## config.mk

```make
export PLATFORM = sky130hd
export DESIGN_NAME = bootloader_rx
export DESIGN_NICKNAME = d
export VERILOG_FILES = /design/src/rtl/bootloader_rx_pkg.sv /design/src/rtl/bootloader_rx_sync.sv /design/src/rtl/bootloader_rx.sv
export SDC_FILE = /design/constraint.sdc
export NUM_CORES = 1
export LEC_CHECK = 0
export BUFFER_PORTS_ARGS = -buffer_cell sky130_fd_sc_hd__buf_2
export CORE_AREA = 3 3 100 78
export CTS_CLUSTER_DIAMETER = 40
export DETAILED_ROUTE_END_ITERATION = 16
export DIE_AREA = 0 0 103 81
export HOLD_SLACK_MARGIN = 0.05
export PLACE_DENSITY = 0.83
export SYNTH_ARGS = -nofsm -noshare
export SYNTH_HDL_FRONTEND = slang
export SYNTH_HIERARCHICAL = 1
export SYNTH_SLANG_ARGS = --single-unit
```

## constraint.sdc

```tcl
create_clock -name clk -period 3.3 [get_ports clk]
set_input_delay 0.165 -clock clk [delete_from_list [all_inputs] [get_ports clk]]
set_output_delay 0.165 -clock clk [all_outputs]
set_load 0.03 [all_outputs]
```

## src/rtl/bootloader_rx_pkg.sv

```systemverilog
// Shared types and constants for the serial instruction loader.
package bootloader_rx_pkg;

    localparam int unsigned DEFAULT_ADDR_W = 12;
    localparam int unsigned DEFAULT_DATA_W = 32;
    localparam int unsigned SHIFT_W        = 32;

    typedef enum logic [2:0] {
        ST_IDLE,
        ST_HDR,
        ST_DATA,
        ST_WRITE,
        ST_CSUM,
        ST_DONE,
        ST_ERR
    } bl_state_e;

    // Largest word count a header may announce: the full memory, 2^addr_w words.
    function automatic logic [SHIFT_W:0] hdr_limit(input int unsigned addr_w);
        return 33'(1) << addr_w;
    endfunction

endpackage

```

## src/rtl/bootloader_rx_sync.sv

```systemverilog
// Pin synchronizers for the serial clock/data pair plus serial-clock rising-edge detect.
module bl_sync #(
    parameter int unsigned SYNC_STAGES = 2
) (
    input  logic clk,
    input  logic resetn,
    input  logic sclk_i,
    input  logic sdata_i,
    output logic sclk_rise_o,
    output logic sdata_o
);

    logic [SYNC_STAGES-1:0] sclk_sync_q;
    logic [SYNC_STAGES-1:0] sdata_sync_q;
    logic                   sclk_prev_q;

    // NOTE: registers use non-blocking assignments so every flop samples pre-edge values.
    always_ff @(posedge clk or negedge resetn) begin
        if (!resetn) begin
            sclk_sync_q  <= '0;
            sdata_sync_q <= '0;
            sclk_prev_q  <= 1'b0;
        end else begin
            sclk_sync_q  <= {sclk_sync_q[SYNC_STAGES-2:0], sclk_i};
            sdata_sync_q <= {sdata_sync_q[SYNC_STAGES-2:0], sdata_i};
            sclk_prev_q  <= sclk_sync_q[SYNC_STAGES-1];
        end
    end

    // Equal chain depth keeps data aligned with the clock edge it belongs to.
    assign sclk_rise_o = sclk_sync_q[SYNC_STAGES-1] & ~sclk_prev_q;
    assign sdata_o     = sdata_sync_q[SYNC_STAGES-1];

endmodule

```

## src/rtl/bootloader_rx.sv

```systemverilog
// Serial instruction loader: header N, N data words, optional checksum word
// (present when BOOTLOADER_CHECKSUM_EN is defined), written to imem from address 0.
module bootloader_rx
    import bootloader_rx_pkg::*;
#(
    parameter int unsigned ADDR_W      = DEFAULT_ADDR_W,
    parameter int unsigned DATA_W      = DEFAULT_DATA_W,
    parameter int unsigned SYNC_STAGES = 2
) (
    input  logic              clk,
    input  logic              resetn,
    input  logic              load_en,
    input  logic              bl_sclk,
    input  logic              bl_sdata,
    output logic              bl_ready,
    output logic              imem_we,
    output logic [ADDR_W-1:0] imem_addr,
    output logic [DATA_W-1:0] imem_wdata,
    output logic              busy,
    output logic              done,
    output logic              error
);

    localparam logic [SHIFT_W:0] HDR_LIMIT = hdr_limit(ADDR_W);

    bl_state_e           state_q, state_d;
    logic [SHIFT_W-1:0]  shift_q, shift_d;
    logic [4:0]          bit_cnt_q, bit_cnt_d;
    logic [ADDR_W-1:0]   addr_q, addr_d;
    logic [ADDR_W:0]     n_q, n_d;
    logic                done_q, done_d;
    logic                error_q, error_d;
    logic                load_en_q;
`ifdef BOOTLOADER_CHECKSUM_EN
    logic [SHIFT_W-1:0]  sum_q, sum_d;
`endif

    logic                sclk_rise;
    logic                sdata_sync;
    logic                shifting;
    logic                word_done;
    logic                last_write;
    logic                abort;
    logic [SHIFT_W-1:0]  word_next;

    bl_sync #(.SYNC_STAGES(SYNC_STAGES)) u_sync (
        .clk         (clk),
        .resetn      (resetn),
        .sclk_i      (bl_sclk),
        .sdata_i     (bl_sdata),
        .sclk_rise_o (sclk_rise),
        .sdata_o     (sdata_sync)
    );

    assign shifting   = sclk_rise && (state_q inside {ST_HDR, ST_DATA, ST_CSUM});
    assign word_next  = {shift_q[SHIFT_W-2:0], sdata_sync};
    assign word_done  = shifting && (bit_cnt_q == 5'd31);
    // Compare before incrementing so a full-memory load never wraps the address.
    assign last_write = ({1'b0, addr_q} + (ADDR_W+1)'(1)) == n_q;
    assign abort      = !load_en && (state_q inside {ST_HDR, ST_DATA, ST_WRITE, ST_CSUM});

    always_comb begin
        // NOTE: every next-state signal gets a default first so no path infers a latch.
        state_d   = state_q;
        shift_d   = shift_q;
        bit_cnt_d = bit_cnt_q;
        addr_d    = addr_q;
        n_d       = n_q;
        done_d    = done_q;
        error_d   = error_q;
`ifdef BOOTLOADER_CHECKSUM_EN
        sum_d     = sum_q;
`endif
        if (shifting) begin
            shift_d   = word_next;
            bit_cnt_d = bit_cnt_q + 5'd1;
        end

        if (abort) begin
            state_d = ST_IDLE;
            error_d = 1'b1;
        end else begin
            case (state_q)
                ST_IDLE: begin
                    if (load_en && !load_en_q) begin
                        state_d   = ST_HDR;
                        done_d    = 1'b0;
                        error_d   = 1'b0;
                        bit_cnt_d = '0;
                        addr_d    = '0;
`ifdef BOOTLOADER_CHECKSUM_EN
                        sum_d     = '0;
`endif
                    end
                end
                ST_HDR: begin
                    if (word_done) begin
                        if (word_next == '0) begin
                            state_d = ST_DONE;
                            done_d  = 1'b1;
                        end else if ({1'b0, word_next} > HDR_LIMIT) begin
                            state_d = ST_ERR;
                            error_d = 1'b1;
                        end else begin
                            state_d = ST_DATA;
                            n_d     = word_next[ADDR_W:0];
                        end
                    end
                end
                ST_DATA: begin
                    if (word_done) state_d = ST_WRITE;
                end
                ST_WRITE: begin
`ifdef BOOTLOADER_CHECKSUM_EN
                    sum_d = sum_q + shift_q;
`endif
                    if (last_write) begin
`ifdef BOOTLOADER_CHECKSUM_EN
                        state_d = ST_CSUM;
`else
                        state_d = ST_DONE;
                        done_d  = 1'b1;
`endif
                    end else begin
                        state_d = ST_DATA;
                        addr_d  = addr_q + 1'b1;
                    end
                end
`ifdef BOOTLOADER_CHECKSUM_EN
                ST_CSUM: begin
                    if (word_done) begin
                        if (word_next == sum_q) begin
                            state_d = ST_DONE;
                            done_d  = 1'b1;
                        end else begin
                            state_d = ST_ERR;
                            error_d = 1'b1;
                        end
                    end
                end
`endif
                ST_DONE, ST_ERR: begin
                    if (!load_en) state_d = ST_IDLE;
                end
                default: state_d = ST_IDLE;
            endcase
        end
    end

    always_ff @(posedge clk or negedge resetn) begin
        if (!resetn) begin
            state_q   <= ST_IDLE;
            shift_q   <= '0;
            bit_cnt_q <= '0;
            addr_q    <= '0;
            n_q       <= '0;
            done_q    <= 1'b0;
            error_q   <= 1'b0;
            load_en_q <= 1'b0;
`ifdef BOOTLOADER_CHECKSUM_EN
            sum_q     <= '0;
`endif
        end else begin
            state_q   <= state_d;
            shift_q   <= shift_d;
            bit_cnt_q <= bit_cnt_d;
            addr_q    <= addr_d;
            n_q       <= n_d;
            done_q    <= done_d;
            error_q   <= error_d;
            load_en_q <= load_en;
`ifdef BOOTLOADER_CHECKSUM_EN
            sum_q     <= sum_d;
`endif
        end
    end

    // An abort coinciding with WRITE must not reach memory.
    assign imem_we    = (state_q == ST_WRITE) && load_en;
    assign imem_addr  = addr_q;
    assign imem_wdata = shift_q[DATA_W-1:0];
    assign bl_ready   = load_en && (state_q inside {ST_HDR, ST_DATA, ST_CSUM});
    assign busy       = state_q inside {ST_HDR, ST_DATA, ST_WRITE, ST_CSUM};
    assign done       = done_q;
    assign error      = error_q;

endmodule

```

==> results of run 1 <==
## area by class of cell
class | instances | area, µm²
flip-flops and latches | 73 | 1827
fillers | 554 | 2541
repair buffers | 65 | 365.4
inverters | 7 | 26.28
multi-input cells | 226 | 1705
clock inverters | 6 | 137.6
clock buffers | 9 | 123.9
well taps | 84 | 105.1
## worst paths after layout
check | slack (ns) | cells past startpoint | endpoint | startpoint
min in group clk | 0.35 | 0 | u_sync/sdata_sync_q[1] | u_sync/sdata_sync_q[0]
setup reg to reg | 0.29 | 7 | imem_addr[2] | imem_addr[2]
hold reg to reg | 0.35 | 0 | u_sync/sdata_sync_q[1] | u_sync/sdata_sync_q[0]
setup / recovery | 0.29 | 7 | imem_addr[2] | imem_addr[2]
max in group asynchronous | 2.19 | 3 | imem_addr[6] | resetn
hold / removal | 0.30 | 2 | imem_wdata[30] | resetn
## power by group through the flow
stage / logic (mW) / registers (mW) / clock network [mW]
4_1_cts: 0.799 / 1.14 / 0.927
5_1_grt: 0.864 / 1.17 / 0.967
6_report: 0.796 / 1.15 / 0.912
2_1_floorplan: 0.457 / 1.25 / 0
3_5_place_dp: 0.789 / 1.16 / 0
3_3_place_gp: 0.772 / 1.15 / 0
## Yosys cell counts (all sizes together), types with 7 or more instances
library cell	instances
o41ai	8
nor2	11
clkbuf	11
xor2	8
nor3	12
nor4	13
xnor2	8
nand2	19
mux2	44
o21ai	16
dfrtp	73
inv	7
nand3	15
## sequential cells by signal, indices dropped and copies added, names as in the netlist, 2 cells and up
name,flops
u_sync/sdata_sync_q,2
n_q,13
imem_wdata,32
bit_cnt_q,5
u_sync/sclk_sync_q,2
state_q,3
imem_addr,12
## through the flow
| stage | power, mW | std cells | hold slack (ns) | instance area [µm²] |
|---|---|---|---|---|
| finish | 2.854 | 470 | 0.2998 | 4290 |
| global route | 3.000 | 470 | 0.3181 | 4290 |
| CTS | 2.870 | 470 | 0.3143 | 4290 |
| detailed placement | 1.949 | 451 | 0.1221 | 3989 |
| global placement | 1.925 | 451 | 0.1189 | 3989 |
| floorplan | 1.708 | 322 | -0.1306 | 3636 |
## worst reg2reg max path, stage by stage (launching register included)
cell and delay [ns]:
dfrtp_1 0.53, nand3_1 0.33, or4_4 0.60, xor2_2 0.18, mux2i_4 0.21, o41ai_2 0.42
and2_1 0.44, a221o_1 0.24
## routing by layer
metal | up-vias | wire (µm) | track usage
met2 | 98 | 3571 | 0.3073
met4 | 0 | 43 | 0.04528
met5 | - | 0 | 0
met3 | 5 | 653 | 0.06266
li1 | 1323 | - | -
met1 | 1429 | 3798 | 0.3159
## what timing repair did
item                      CTS  global route
hold buffers                4             0
resized for setup           0             0
hold endpoints to repair   20             0
## logic make-up after synthesis
kind of cell               after synthesis
AOI/OAI and AO/OA                       52
DFF                                     73
buffers and inverters                   23
adders and majority gates                3
xor gates and xnor gates                16
and+or+nand+nor                        105
muxes                                   50
==> results.toml, run 1 <==
[finish]
antenna_cells = 0
nets = 390
fin_util = 0.6280
drive_gt1_frac = 0.3368
syn_to_final_growth_pct = 18.00
final_cell_mix = "dfrtp_1 (73), buf_2 (53), mux2_2 (44), nand2_1 (19), nand3_1 (15)"
layout_commonest_cell = "dfrtp_1"

[clock_tree]
cts_root_buf = "clkbuf_8"
insertion_delay_ns = 0.35
cts_tree = "yes"
cts_setup_buffers = 0
clk_pin_slew_ns = 0.08
h-tree-depth = 3
numCtsBuffers = 9
cts.path.max_buffers = 2
cts.sinks = 73

[sta]
rsz0062_at_grt = "false"
fmax_mhz = 331.7
postLayoutSetupSlackWorst_ns = 0.2855
drv_slew = 0
post-route-min-period_ns = 3.014
hold_viol = 0
setup_viol = 0
fin_skew_ns = 0.01032
period_share = 0.9135
slew_headroom = 0.5257
setup_tns_ns = 0
tightest_slew_ns = 0.7060

[route]
vias = 2855
wl_per_cell_um = 17.16
ant_nets = 0
dr.pass1.iters = 4
routed_via_density = 6.074
finalWirelength_um = 8067
drcViolationCount = 0
drt-initial-drc-count = 179

[logic_synthesis]
synth_seq_cells = 73
ys_warn_count = 6
synth_top_area_share = 0.5024
synth_area_um2 = 3636
post_synth_num_cell_types = 54
avgSynthCellArea_um2 = 11.29
synth_mux_area_frac = 0.1562
ys.flop_type = "dfrtp_1"
synthCells = 322
yosysSeqAreaShare = 0.5024
synth_largest_area_cell = "dfrtp_1"
synth_compound_area_frac = 0.1015
synthArstFlopShare = 1.000
synth-xor-area-share = 0.04061
syn-num-nets = 330
synth_top_family_by_area = "simple AND/OR/NAND/NOR gates"
synth_fa_ha_area_frac = 0.01032
synth_area_leaders = "dfrtp_1 (50%), mux2_2 (14%), nand3_1 (2.1%), nor4_1 (2.1%), nand2_1 (2.0%)"
yosys.area_share.simple = 0.1604
synth_edf_count = 0

[global_route]
grt_pass1_wl_um = 13640
antenna_found_initial = 0
grt_max_degree = 39
grt_pass1_vias = 2717
overflow = 0
grt_use_total = 0.2120

[setup_path]
slowest_stage = "or4_4"
critPathMaxFanout = 12
cp.required_ns = 3.58
crit_family = "simple AND/OR/NAND/NOR gates"
worst-path-buf-inv = 0
cp-end-kind = "flip-flop"
crit_chain = "nand3_1 > or4_4 > xor2_2 > mux2i_4 > o41ai_2 > and2_1 > a221o_1"
arrival_ns = 3.29
cpPeakStageDelay_ns = 0.60
start_kind = "flip-flop"
worstSetupPathType = "reg2reg"

[power_and_ir_drop]
p_switching_uw = 986.8
power-per-cell-area_nw_per_um2 = 665.1
seqPwrFrac = 0.402
combPwrFrac = 0.279
pwr-share-clk = 0.319
vdd_drop_max_v = 0.0004586
leakagePower_nw = 2.190
p_int_mw = 1.867
switching_share = 0.3458

[flow_run]
maxCapViolCount = 0

[floorplanning]
top_level_ports = 54
dieArea_um2 = 8343
coreArea_um2 = 6832
dieHeight_um = 81
die-width_um = 103
initial_core_util = 0.5322
core.rowCount = 26

[run_status]
status = "finished, final reports clean"

[worst_hold_path]
hp-class = "in2async"

[placed_design]
dpl.hpwl_um = 5785
detailedPlace.worstSlack_ns = 0.3691
gp_congestion = 0.8726
io_buffers = 53
Power figures use the tool's default switching activity.
==> run 2, diff against run 1 <==
Settings changed: CORE_AREA 3 3 100 78 to 3 3 102 80, DIE_AREA 0 0 103 81 to 0 0 105 83, GPL_TIMING_DRIVEN set to 0.
Clock period 3.3 ns to 2.45 ns, I/O delays scaled along.
==> run 2 against run 1 <==
Effect of this change:
- total power rose by 35%
- clock skew fell by 0.00082 ns
- via count rose by 3.5%
- the flow now finishes with violations (negative setup slack)
- final area rose by 7.8%
- sequential power rose by 33%
- first-iteration DRC count fell by 16%
- critical endpoint unchanged
- critical path type unchanged
- routed wire length rose by 8.6%
==> results.toml, run 2 (same netlist as run 1, synthesis figures left out) <==
[global_route]
grt_pass1_wl_um = 14760
grt_use_total = 0.2111
grt_max_degree = 74
antenna_found_initial = 0
grt_pass1_vias = 3004
overflow = 0

[setup_path]
timing.rr.start = "imem_addr[1]"
arrival_ns = 2.83
crit_family = "compound AO/OA/AOI/OAI gates"
cpPeakStageDelay_ns = 0.44
crit_chain = "buf_4 > ha_4 > nor2b_1 > or3_1 > a31oi_1 > nand4_1 > buf_4 > o41ai_4 > buf_4 > nor3b_2 > a221o_1"
slowest_stage = "dfrtp_2"
rr_endpoint = "imem_addr[2]"
worstSetupPathType = "reg2reg"
worst_r2r_path_depth = 11
r2r_slack_ns = -0.15
critPathMaxFanout = 9
cp-end-kind = "flip-flop"
crit_start = "imem_addr[1]"
worst-path-buf-inv = 3
cpMostUsedCell = "buf_4"
cp.required_ns = 2.68
start_kind = "flip-flop"

[clock_tree]
cts.path.max_buffers = 2
numCtsBuffers = 9
clk_pin_slew_ns = 0.08
cts.sinks = 73
h-tree-depth = 3
insertion_delay_ns = 0.35
cts_tree = "yes"
cts_root_buf = "clkbuf_8"

[finish]
syn_to_final_growth_pct = 27.15
fin_util = 0.6395
final_cells = 516
antenna_cells = 0
final_cell_mix = "dfrtp_1 (62), buf_2 (53), mux2_2 (44), buf_4 (21), nand2_1 (18)"
layout_commonest_cell = "dfrtp_1"
largest_reg_flops = 32
drive_gt1_frac = 0.4217
nets = 418

[sta]
setup_viol = 14
drv_slew = 0
hold_viol = 0
fin_skew_ns = 0.009500
tightest_slew_ns = 0.9020
period_share = 1.061
rsz0062_at_grt = "true"
setup_tns_ns = -1.179
slew_headroom = 0.3987
fmax_mhz = 384.8
post-route-min-period_ns = 2.599
postLayoutSetupSlackWorst_ns = -0.1489
holdWs_ns = 0.3575

[route]
routed_via_density = 5.725
ant_nets = 0
wl_per_cell_um = 16.98
finalWirelength_um = 8764
vias = 2954
drcViolationCount = 0
dr.pass1.iters = 5
drt-initial-drc-count = 151

[floorplanning]
initial_core_util = 0.5029
dieHeight_um = 83
top_level_ports = 54
dieArea_um2 = 8715
die-width_um = 105
coreArea_um2 = 7229
core.rowCount = 27

[power_and_ir_drop]
p_switching_mw = 1.428
pwr-share-clk = 0.270
seqPwrFrac = 0.395
vdd_drop_max_v = 0.0005336
power-per-cell-area_nw_per_um2 = 836.1
switching_share = 0.3695
p_int_mw = 2.437
combPwrFrac = 0.334
leakagePower_nw = 2.308

[worst_hold_path]
whs_path_depth = 0
hold_path_end = "u_sync/sdata_sync_q[1]"
hp-class = "reg2reg"
min_from = "u_sync/sdata_sync_q[0]"

[run_status]
violations = "negative setup slack"
status = "finished, violations left"

[placed_design]
detailedPlace.worstSlack_ns = -0.2775
gp_congestion = 0.9025
dpl.hpwl_um = 5782
io_buffers = 53
placed_cells = 476

[flow_run]
maxCapViolCount = 0
run 2: metal layers:
metal  vias to the layer above  share of wire  wire (µm)  track usage
li1                       1379              -          -            -
met1                      1471           0.46       4060       0.2924
met2                        94           0.47       4094       0.3215
met3                        10          0.058        511      0.05750
met4                         0          0.011         97      0.07151
met5                         -              0          0            0
run 2: what timing repair did:
action / CTS / global route
cloned: 0 / 0
endpoints found under the setup margin: 45 / 46
pin swaps: 5 / 1
setup buffers: 18 / 3
hold endpoints to repair: 76 / 0
resized for setup: 13 / 6
hold buffers: 4 / 0
run 2: per-stage QoR:
step | instance area [µm²] | total power, mW
finish | 4623 | 3.865
global route | 4623 | 4.069
CTS | 4587 | 3.842
detailed placement | 4134 | 2.673
global placement | 4131 | 2.632
floorplan | 3740 | 2.330
run 2: area by class of cell:
cell class	count	area, µm²
fill	575	2606
sequential	73	1841
multi-input combinational	226	1836
timing repair buffer	78	481.7
clock buffer	10	127.6
tap	101	126.4
buffer	15	95.09
clock inverter	6	90.09
inverter	7	26.28
run 2: worst max path at each step:
stage,slack [ns],to,depth (start not counted)
final,-0.15,imem_addr[2],11
after global routing,-0.29,imem_addr[2],11
after CTS,-0.08,imem_addr[2],8
after detailed placement,-0.28,imem_addr[2],9
after global placement,-0.23,imem_addr[2],9
after floorplan,-0.09,imem_addr[2],9
run 2: worst reg2reg max path: cells and delay by family, from the launching register on:
kind	cells	cell delay (ns)
DFF	1	0.44
AOI/OAI and AO/OA	3	0.71
adders and majority gates	1	0.19
buffers and inverters	3	0.53
and+or+nand+nor	4	0.60
run 2: power groups by stage:
| stage | clock [mW] | sequential, mW | combinational (mW) |
|---|---|---|---|
| finish | 1.05 | 1.53 | 1.29 |
| global route | 1.12 | 1.56 | 1.39 |
| CTS | 1.07 | 1.51 | 1.26 |
| detailed placement | 0 | 1.54 | 1.13 |
| global placement | 0 | 1.53 | 1.10 |
| floorplan | 0 | 1.70 | 0.635 |
